==> src/rtl/ysyx_24110015_mem2axi_pkg.sv <==
`default_nettype none
// ============================================================================
// Module   : ysyx_24110015_mem2axi_pkg
// Purpose  : Shared definitions for the CPU-memory to AXI4-Lite bridge:
//            FSM state encoding, AXI response codes and a response decoder.
// Revision : 1.0 - initial release
// ============================================================================
package ysyx_24110015_mem2axi_pkg;

    typedef enum logic [2:0] {
        IDLE    = 3'd0,
        RD_ADDR = 3'd1,
        RD_DATA = 3'd2,
        WR_REQ  = 3'd3,
        WR_RESP = 3'd4,
        RSP     = 3'd5
    } state_t;

    localparam logic [1:0] RESP_OKAY   = 2'b00;
    localparam logic [1:0] RESP_EXOKAY = 2'b01;
    localparam logic [1:0] RESP_SLVERR = 2'b10;
    localparam logic [1:0] RESP_DECERR = 2'b11;

    // Anything other than OKAY is reported to the CPU as an error,
    // including EXOKAY, which this initiator never requests.
    function automatic logic resp_is_err(input logic [1:0] resp);
        logic err;
        case (resp)
            RESP_OKAY:   err = 1'b0;
            RESP_EXOKAY: err = 1'b1;
            RESP_SLVERR: err = 1'b1;
            RESP_DECERR: err = 1'b1;
            default:     err = 1'b1;
        endcase
        return err;
    endfunction

endpackage : ysyx_24110015_mem2axi_pkg
`default_nettype wire

==> src/rtl/ysyx_24110015_mem2axi.sv <==
`default_nettype none
// ============================================================================
// Module   : ysyx_24110015_mem2axi
// Purpose  : Single-outstanding AXI4-Lite initiator. Converts a simple CPU
//            valid/ready request/response interface into AR/R or AW/W/B
//            transactions.
// Ports    : clk, rst (async, active-high)
//            CPU request : req_valid/req_ready, req_wen, req_addr,
//                          req_wdata, req_wstrb
//            CPU response: rsp_valid/rsp_ready, rsp_rdata, rsp_err
//            AXI AR/R    : araddr, arvalid, arready, rdata, rresp, rvalid,
//                          rready
//            AXI AW/W/B  : awaddr, awvalid, awready, wdata, wstrb, wvalid,
//                          wready, bresp, bvalid, bready
// Revision : 1.0 - initial release
// ============================================================================
module ysyx_24110015_mem2axi
    import ysyx_24110015_mem2axi_pkg::*;
(
    input  logic        clk,
    input  logic        rst,
    // CPU request
    input  logic        req_valid,
    output logic        req_ready,
    input  logic        req_wen,
    input  logic [31:0] req_addr,
    input  logic [31:0] req_wdata,
    input  logic [3:0]  req_wstrb,
    // CPU response
    output logic        rsp_valid,
    input  logic        rsp_ready,
    output logic [31:0] rsp_rdata,
    output logic        rsp_err,
    // AXI read address
    output logic [31:0] araddr,
    output logic        arvalid,
    input  logic        arready,
    // AXI read data
    input  logic [31:0] rdata,
    input  logic [1:0]  rresp,
    input  logic        rvalid,
    output logic        rready,
    // AXI write address
    output logic [31:0] awaddr,
    output logic        awvalid,
    input  logic        awready,
    // AXI write data
    output logic [31:0] wdata,
    output logic [3:0]  wstrb,
    output logic        wvalid,
    input  logic        wready,
    // AXI write response
    input  logic [1:0]  bresp,
    input  logic        bvalid,
    output logic        bready
);

    state_t      r_state;
    logic [31:0] r_addr;
    logic        r_aw_done;
    logic        r_w_done;

    logic        w_aw_hs;
    logic        w_w_hs;
    logic        w_aw_fin;
    logic        w_w_fin;

    // One latched address serves both AR and AW; only one is ever valid.
    assign araddr   = r_addr;
    assign awaddr   = r_addr;

    assign w_aw_hs  = awvalid & awready;
    assign w_w_hs   = wvalid & wready;
    // A channel is finished if it completed earlier or completes now.
    assign w_aw_fin = r_aw_done | w_aw_hs;
    assign w_w_fin  = r_w_done  | w_w_hs;

    always_ff @(posedge clk or posedge rst) begin
        if (rst) begin
            r_state   <= IDLE;
            req_ready <= 1'b1;
            arvalid   <= 1'b0;
            rready    <= 1'b0;
            awvalid   <= 1'b0;
            wvalid    <= 1'b0;
            bready    <= 1'b0;
            rsp_valid <= 1'b0;
            rsp_err   <= 1'b0;
            rsp_rdata <= 32'd0;
            r_addr    <= 32'd0;
            wdata     <= 32'd0;
            wstrb     <= 4'd0;
            r_aw_done <= 1'b0;
            r_w_done  <= 1'b0;
        end else begin
            case (r_state)
                IDLE: begin
                    if (req_valid && req_ready) begin
                        r_addr    <= req_addr;
                        wdata     <= req_wdata;
                        wstrb     <= req_wstrb;
                        req_ready <= 1'b0;
                        if (req_wen) begin
                            r_state   <= WR_REQ;
                            awvalid   <= 1'b1;
                            wvalid    <= 1'b1;
                            r_aw_done <= 1'b0;
                            r_w_done  <= 1'b0;
                        end else begin
                            r_state <= RD_ADDR;
                            arvalid <= 1'b1;
                        end
                    end
                end

                RD_ADDR: begin
                    if (arready) begin
                        arvalid <= 1'b0;
                        rready  <= 1'b1;
                        r_state <= RD_DATA;
                    end
                end

                RD_DATA: begin
                    if (rvalid) begin
                        rready    <= 1'b0;
                        rsp_rdata <= rdata;
                        rsp_err   <= resp_is_err(rresp);
                        rsp_valid <= 1'b1;
                        r_state   <= RSP;
                    end
                end

                WR_REQ: begin
                    if (w_aw_hs) begin
                        awvalid   <= 1'b0;
                        r_aw_done <= 1'b1;
                    end
                    if (w_w_hs) begin
                        wvalid   <= 1'b0;
                        r_w_done <= 1'b1;
                    end
                    // Leave as soon as the later of the two handshakes lands.
                    if (w_aw_fin && w_w_fin) begin
                        r_aw_done <= 1'b0;
                        r_w_done  <= 1'b0;
                        bready    <= 1'b1;
                        r_state   <= WR_RESP;
                    end
                end

                WR_RESP: begin
                    if (bvalid) begin
                        bready    <= 1'b0;
                        rsp_rdata <= 32'd0;
                        rsp_err   <= resp_is_err(bresp);
                        rsp_valid <= 1'b1;
                        r_state   <= RSP;
                    end
                end

                RSP: begin
                    // req_ready rises one cycle after the response handshake,
                    // so a new request can never overlap it.
                    if (rsp_ready) begin
                        rsp_valid <= 1'b0;
                        req_ready <= 1'b1;
                        r_state   <= IDLE;
                    end
                end

                default: begin
                    r_state   <= IDLE;
                    req_ready <= 1'b1;
                    arvalid   <= 1'b0;
                    rready    <= 1'b0;
                    awvalid   <= 1'b0;
                    wvalid    <= 1'b0;
                    bready    <= 1'b0;
                    rsp_valid <= 1'b0;
                    r_aw_done <= 1'b0;
                    r_w_done  <= 1'b0;
                end
            endcase
        end
    end

endmodule : ysyx_24110015_mem2axi
`default_nettype wire

==> config.mk <==
export PLATFORM = sky130hd
export DESIGN_NAME = ysyx_24110015_mem2axi
export DESIGN_NICKNAME = d
export VERILOG_FILES = /design/src/rtl/ysyx_24110015_mem2axi_pkg.sv /design/src/rtl/ysyx_24110015_mem2axi.sv
export SDC_FILE = /design/constraint.sdc
export NUM_CORES = 1
export LEC_CHECK = 0
export ABC_AREA = 1
export BUFFER_PORTS_ARGS = -buffer_cell sky130_fd_sc_hd__clkbuf_2
export CORE_MARGIN = 5
export CORE_UTILIZATION = 49
export CTS_BUF_LIST = sky130_fd_sc_hd__clkbuf_16
export CTS_CLUSTER_DIAMETER = 120
export DETAILED_ROUTE_END_ITERATION = 8
export PLACE_DENSITY = 0.85
export SYNTH_ARGS = -nofsm -noshare
export SYNTH_HDL_FRONTEND = slang
export SYNTH_SLANG_ARGS = --single-unit
==> constraint.sdc <==
create_clock -name clk -period 5 [get_ports clk]
set_clock_uncertainty 0.1 [all_clocks]
set_input_delay 0.5 -clock clk [delete_from_list [all_inputs] [get_ports clk]]
set_output_delay 0.5 -clock clk [all_outputs]
set_load 0.01 [all_outputs]
* Word level (Yosys, flattened, before mapping) *
Cells that the tools add are included.

cells by class
  equal/unequal tests = 23
  multiplexer cells = 47
  bitwise logic cells = 10
  reductions and logical operators = 26

operator list
  cell                                                                    number
  32-bit 2-to-1 mux                                                       2
  32-bit case mux with 2 select lines                                     1
  1-bit 2-to-1 mux                                                        24
  1-bit case mux with 3 select lines                                      8
  4-bit AND reduction                                                     6
  2-bit != test (second input constant)                                   10
  4-bit OR reduction                                                      5
  3-bit 2-to-1 mux                                                        6
  3-bit case mux with 6 select lines                                      1
  3-bit AND reduction                                                     4
  3-bit OR reduction                                                      3
  2-bit equality test (second input constant)                             4
  3-bit by 2-bit equality test with 1-bit output (second input constant)  2
  3-bit equality test (second input constant)                             2
  3-bit != test (second input constant)                                   2
  1-bit NOT                                                               6
  1-bit case mux with 2 select lines                                      3
  6-bit AND reduction                                                     1
  2-bit by 1-bit equality test with 1-bit output (second input constant)  2
  2-bit logical NOT                                                       2
  1-bit case mux with 4 select lines                                      1
  3-bit by 1-bit equality test with 1-bit output (second input constant)  1
  3-bit logical NOT                                                       1
  1-bit AND                                                               2
  5 further kinds                                                         7

storage, ports and cells
  bits in registers = 113
  bits of input ports = 114
  output and inout bits = 140
  word-level logic and storage cells = 121

* Logic depth before layout (Yosys ltp) *
  depth after elaboration = 5
  gate-level depth with buffers = 9
  mapped depth without buffers = 8

* Worst setup path after synthesis *
Ideal clock, no wire load.

  kind = register to register
  start point = register r_state[1]
  end point = register wdata[10]
  setup time = 0.116 ns
  data arrival time = 1.222 ns
  data required time = 4.784 ns
  path slack = 3.561 ns
  stages on the path, launching flop included = 8
  path buffers = 3
  clock period less this slack = 1.439 ns
  cells stage by stage = dfrtp_1 -> buf_4 -> nor2_4 -> nand3_2 -> buf_4 -> buf_2 -> nand2_1 -> nand2_1

on the way
  word-level cells in the longest chain between the ends = 2

RTL lines
  element                        RTL line                      text
  from (decl)                    ysyx_24110015_mem2axi.sv:58   state_t r_state;
  from (signal assigned)         ysyx_24110015_mem2axi.sv:80   r_state <= IDLE;
  from (signal assigned)         ysyx_24110015_mem2axi.sv:104  r_state <= WR_REQ;
  from (signal assigned)         ysyx_24110015_mem2axi.sv:110  r_state <= RD_ADDR;
  3-bit logical NOT              ysyx_24110015_mem2axi.sv:96   case (r_state)
  2-bit AND reduction (no line)  n/a
  to (signal assigned)           ysyx_24110015_mem2axi.sv:100  wdata <= req_wdata;
  to (decl)                      ysyx_24110015_mem2axi.sv:48   output logic [31:0] wdata,

Every way passes these cells.
A chain may end at the register's enable or synchronous reset.

* Worst setup path after layout *
  start point = register r_state[1]
  end point = register rsp_rdata[18]

on the way
  word-level cells in the longest chain between the ends = 3
  elaborated cells on any way between the ends = 7
  those cells by class = eq/ne: 4; mux: 1; reduce/logical: 2

RTL lines
  element                                                                                       RTL line                      text
  3-bit equality test / 3-bit by 2-bit equality test with 1-bit output (equally long branches)  ysyx_24110015_mem2axi.sv:96
  2-bit != test (no line) / 2-bit nonzero test (equally long branches)                          n/a
  3-bit AND reduction (no line)                                                                 n/a
  to (signal assigned)                                                                          ysyx_24110015_mem2axi.sv:127  rsp_rdata <= rdata;
  to (decl)                                                                                     ysyx_24110015_mem2axi.sv:32   output logic [31:0] rsp_rdata,

Several ways; a longest one is shown, not always the timed one.

==> impl_results.md <==
- Number of global-route vias before repair: 4320
- Power per cell area: between 700 and 800 nW/um2
- Die width: 110 um
- Syn_nets: 698
- Ratio of cells with drive above 1 in the final layout: 37.5%
- Worst Hold Class: input pin to async pin
- Final TNS setup: 0 ns
- Most used cell, CP: nand2_2
- Yosys warnings: 0
- RSZ-0062 raised after global routing: false
- Worst path top cell family by delay: simple AND/OR/NAND/NOR gates
- Placer's final routability congestion estimate: 0.874
- DR vias/cell: 4.72
- CP max stage delay: about 0.63 ns
- Root buffer cell: clkbuf_16
- Worst slew pin tran: 1.17 ns
- Diode count: 0
- Finished Core Util: between 60 and 70%
- Via count: 4460
- CTS Sinks: approximately 110
- Worst path required time: between 5 and 6 ns
- Die H: around 110 um
- Tmin final: 2.73 ns
- Final wirelength: 13500 um
- Starting density of the core: between 50% and 60%
- Post-Place Worst Slack: approximately 2.3 ns
- Crit Path Category: register to register
- Static leakage: 3.94 nW
- Mapped Area: 4940 um2
- Setup violators final: 0
- Gate power share: 38.8%
- Total Routing Usage GR: 21.7%
- CP Launch Point: r_state[1]
- Sequential power share: 35.3%
- Core ar.: 9820 um2
- Final Slew Violations: 0
- Internal power: 0.00280 W
- Crit-path slowest cell: nand2_2
- Non-filler cells, final: 944
- Worst Path Max Fanout: 67
- Peak VDD IR: a little under 400 uV
- CP Capture Type: register
- Syn Inst Count: 584
- Commonest cells after routing, fill and taps aside: nand2_1, clkbuf_2, dfrtp_1
- F_max: roughly 370 MHz
- CP Launch Type: register
- Hold WS: 0.181 ns
- Final nets: 912
- Yosys reg bits: between 100 and 150
- Final Hold Fails: 0
- DR DRC count: 0
- PostCTS Resize Cnt: 0
- RR Startpoint: r_state[1]
- Max-slew headroom: 21.7%
- I/O pin count: roughly 250
- CTS Buf Count: 17
- Post-synthesis sequential area ratio: between 50% and 60%
- Rows: 36
- CTS H-tree depth: 4
- WL/cell: 14.3 um
- Commonest non-fill, non-tap cell in the layout: nand2_1
- Final ANT Viol Nets: 0
- Status: finished clean
- CTS tree: done
- DR iter-0 viols: a little under 300
- Grt ovf: 0
- Period utilization: about 55%
- Switching share of power: between 30 and 40%
- Maxcap violations: 0
- Clock latency on the worst-skew pair: 0.39 ns
- PnR worst setup slack: 2.27 ns
- Post-DP HPWL: around 9900 um
- Buffers on Ports: 253
- Pre-Repair DR Iteration Count: 4
- Synth cell types: 26
- CTS max path bufs: 2
- # hold bufs at CTS: 0
- Number of setup buffers added after CTS: 0
- Crit path buf inv count: 0
- Initial antenna violation count: 1
- Placed cells: 912
- Switching power: 0.00181 W
- Die area: roughly 12000 um2
- Mean Syn Cell Area: 8.46 um2
- Pin count of the biggest net entering global routing: 75
- First-pass GRT wire length: 21600 um
- Crit-path cells: nor2_1 -> nand2_2 -> o21ai_2 -> nand2_2 -> o21ai_0
- Layout area overhead: 32.9%
- Worst Path Arrival: 2.91 ns
- CTS clk-pin slew, worst paths: 0.06 ns
- Clock Power Share: 25.9%
[per-layer routing]
layer / part of all wire [%] / vias to the layer above / wire (um) / global-route usage [%]
li1: - / 2203 / - / -
met1: 39 / 2071 / 5310 / 24.9
met2: 52 / 154 / 7040 / 37.3
met3: 5.4 / 30 / 732 / 7.06
met4: 2.8 / 2 / 381 / 8.95
met5: 0.15 / - / 20 / 0
[area by class of cell]
class                      count  area, um2
clock buffer                  17        425
clock inverter                15        170
fill                         858       3250
inverter                      16       62.6
multi-input combinational    395       1630
sequential                   113       2830
tap                          133        166
timing repair buffer         255       1280
[flip-flops by register name, summed over array words and instances, names as in the netlist, 3 cells and up]
register / flops
wdata: 32
araddr: 32
rsp_rdata: 32
r_state: 3
wstrb: 4
[power groups by stage]
stage	logic, W	registers [W]	clock network, W
global route	0.00200	0.00168	0.00126
finish	0.00179	0.00163	0.00119
detailed placement	0.00181	0.00163	0
global placement	0.00175	0.00162	0
CTS	0.00181	0.00162	0.00121
floorplan	0.00109	0.00176	0
[synth_stat cells (all sizes together)]
cell,number,area share (%)
buf,51,7.8
clkbuf,9,0.71
o21ai,42,4.6
nor2,7,0.68
dfrtp,112,57
xnor2,1,0.18
o211ai,1,0.15
inv,16,1.2
a21oi,2,0.28
or2,2,0.25
nand4,5,0.76
nand3,18,1.9
dfstp,1,0.53
nand2,317,24
[stage by stage]
stage               cell area (um2)  power [W]
floorplan                      4940    0.00285
global placement               5970    0.00337
CTS                            6570    0.00465
detailed placement             5970    0.00344
finish                         6570    0.00460
global route                   6570    0.00494
[cell families after synthesis]
kind of cell,after synthesis,share of synthesized area (%)
compound gates,45,5.06
xor+xnor,1,0.177
simple gates,349,27.8
flops,113,57.2
buf+inv,76,9.72
[worst paths after layout]
kind | endpoint | slack (ns) | cells past startpoint
setup reg to reg | rsp_rdata[18] | 2.27 | 5
hold / removal | r_state[0] | 0.18 | 2
setup / recovery | rsp_rdata[18] | 2.27 | 5
hold reg to reg | wstrb[1] | 0.37 | 2
max in group asynchronous | araddr[29] | 3.58 | 3
min in group clk | araddr[30] | 0.19 | 3
Power figures use the tool's default switching activity.
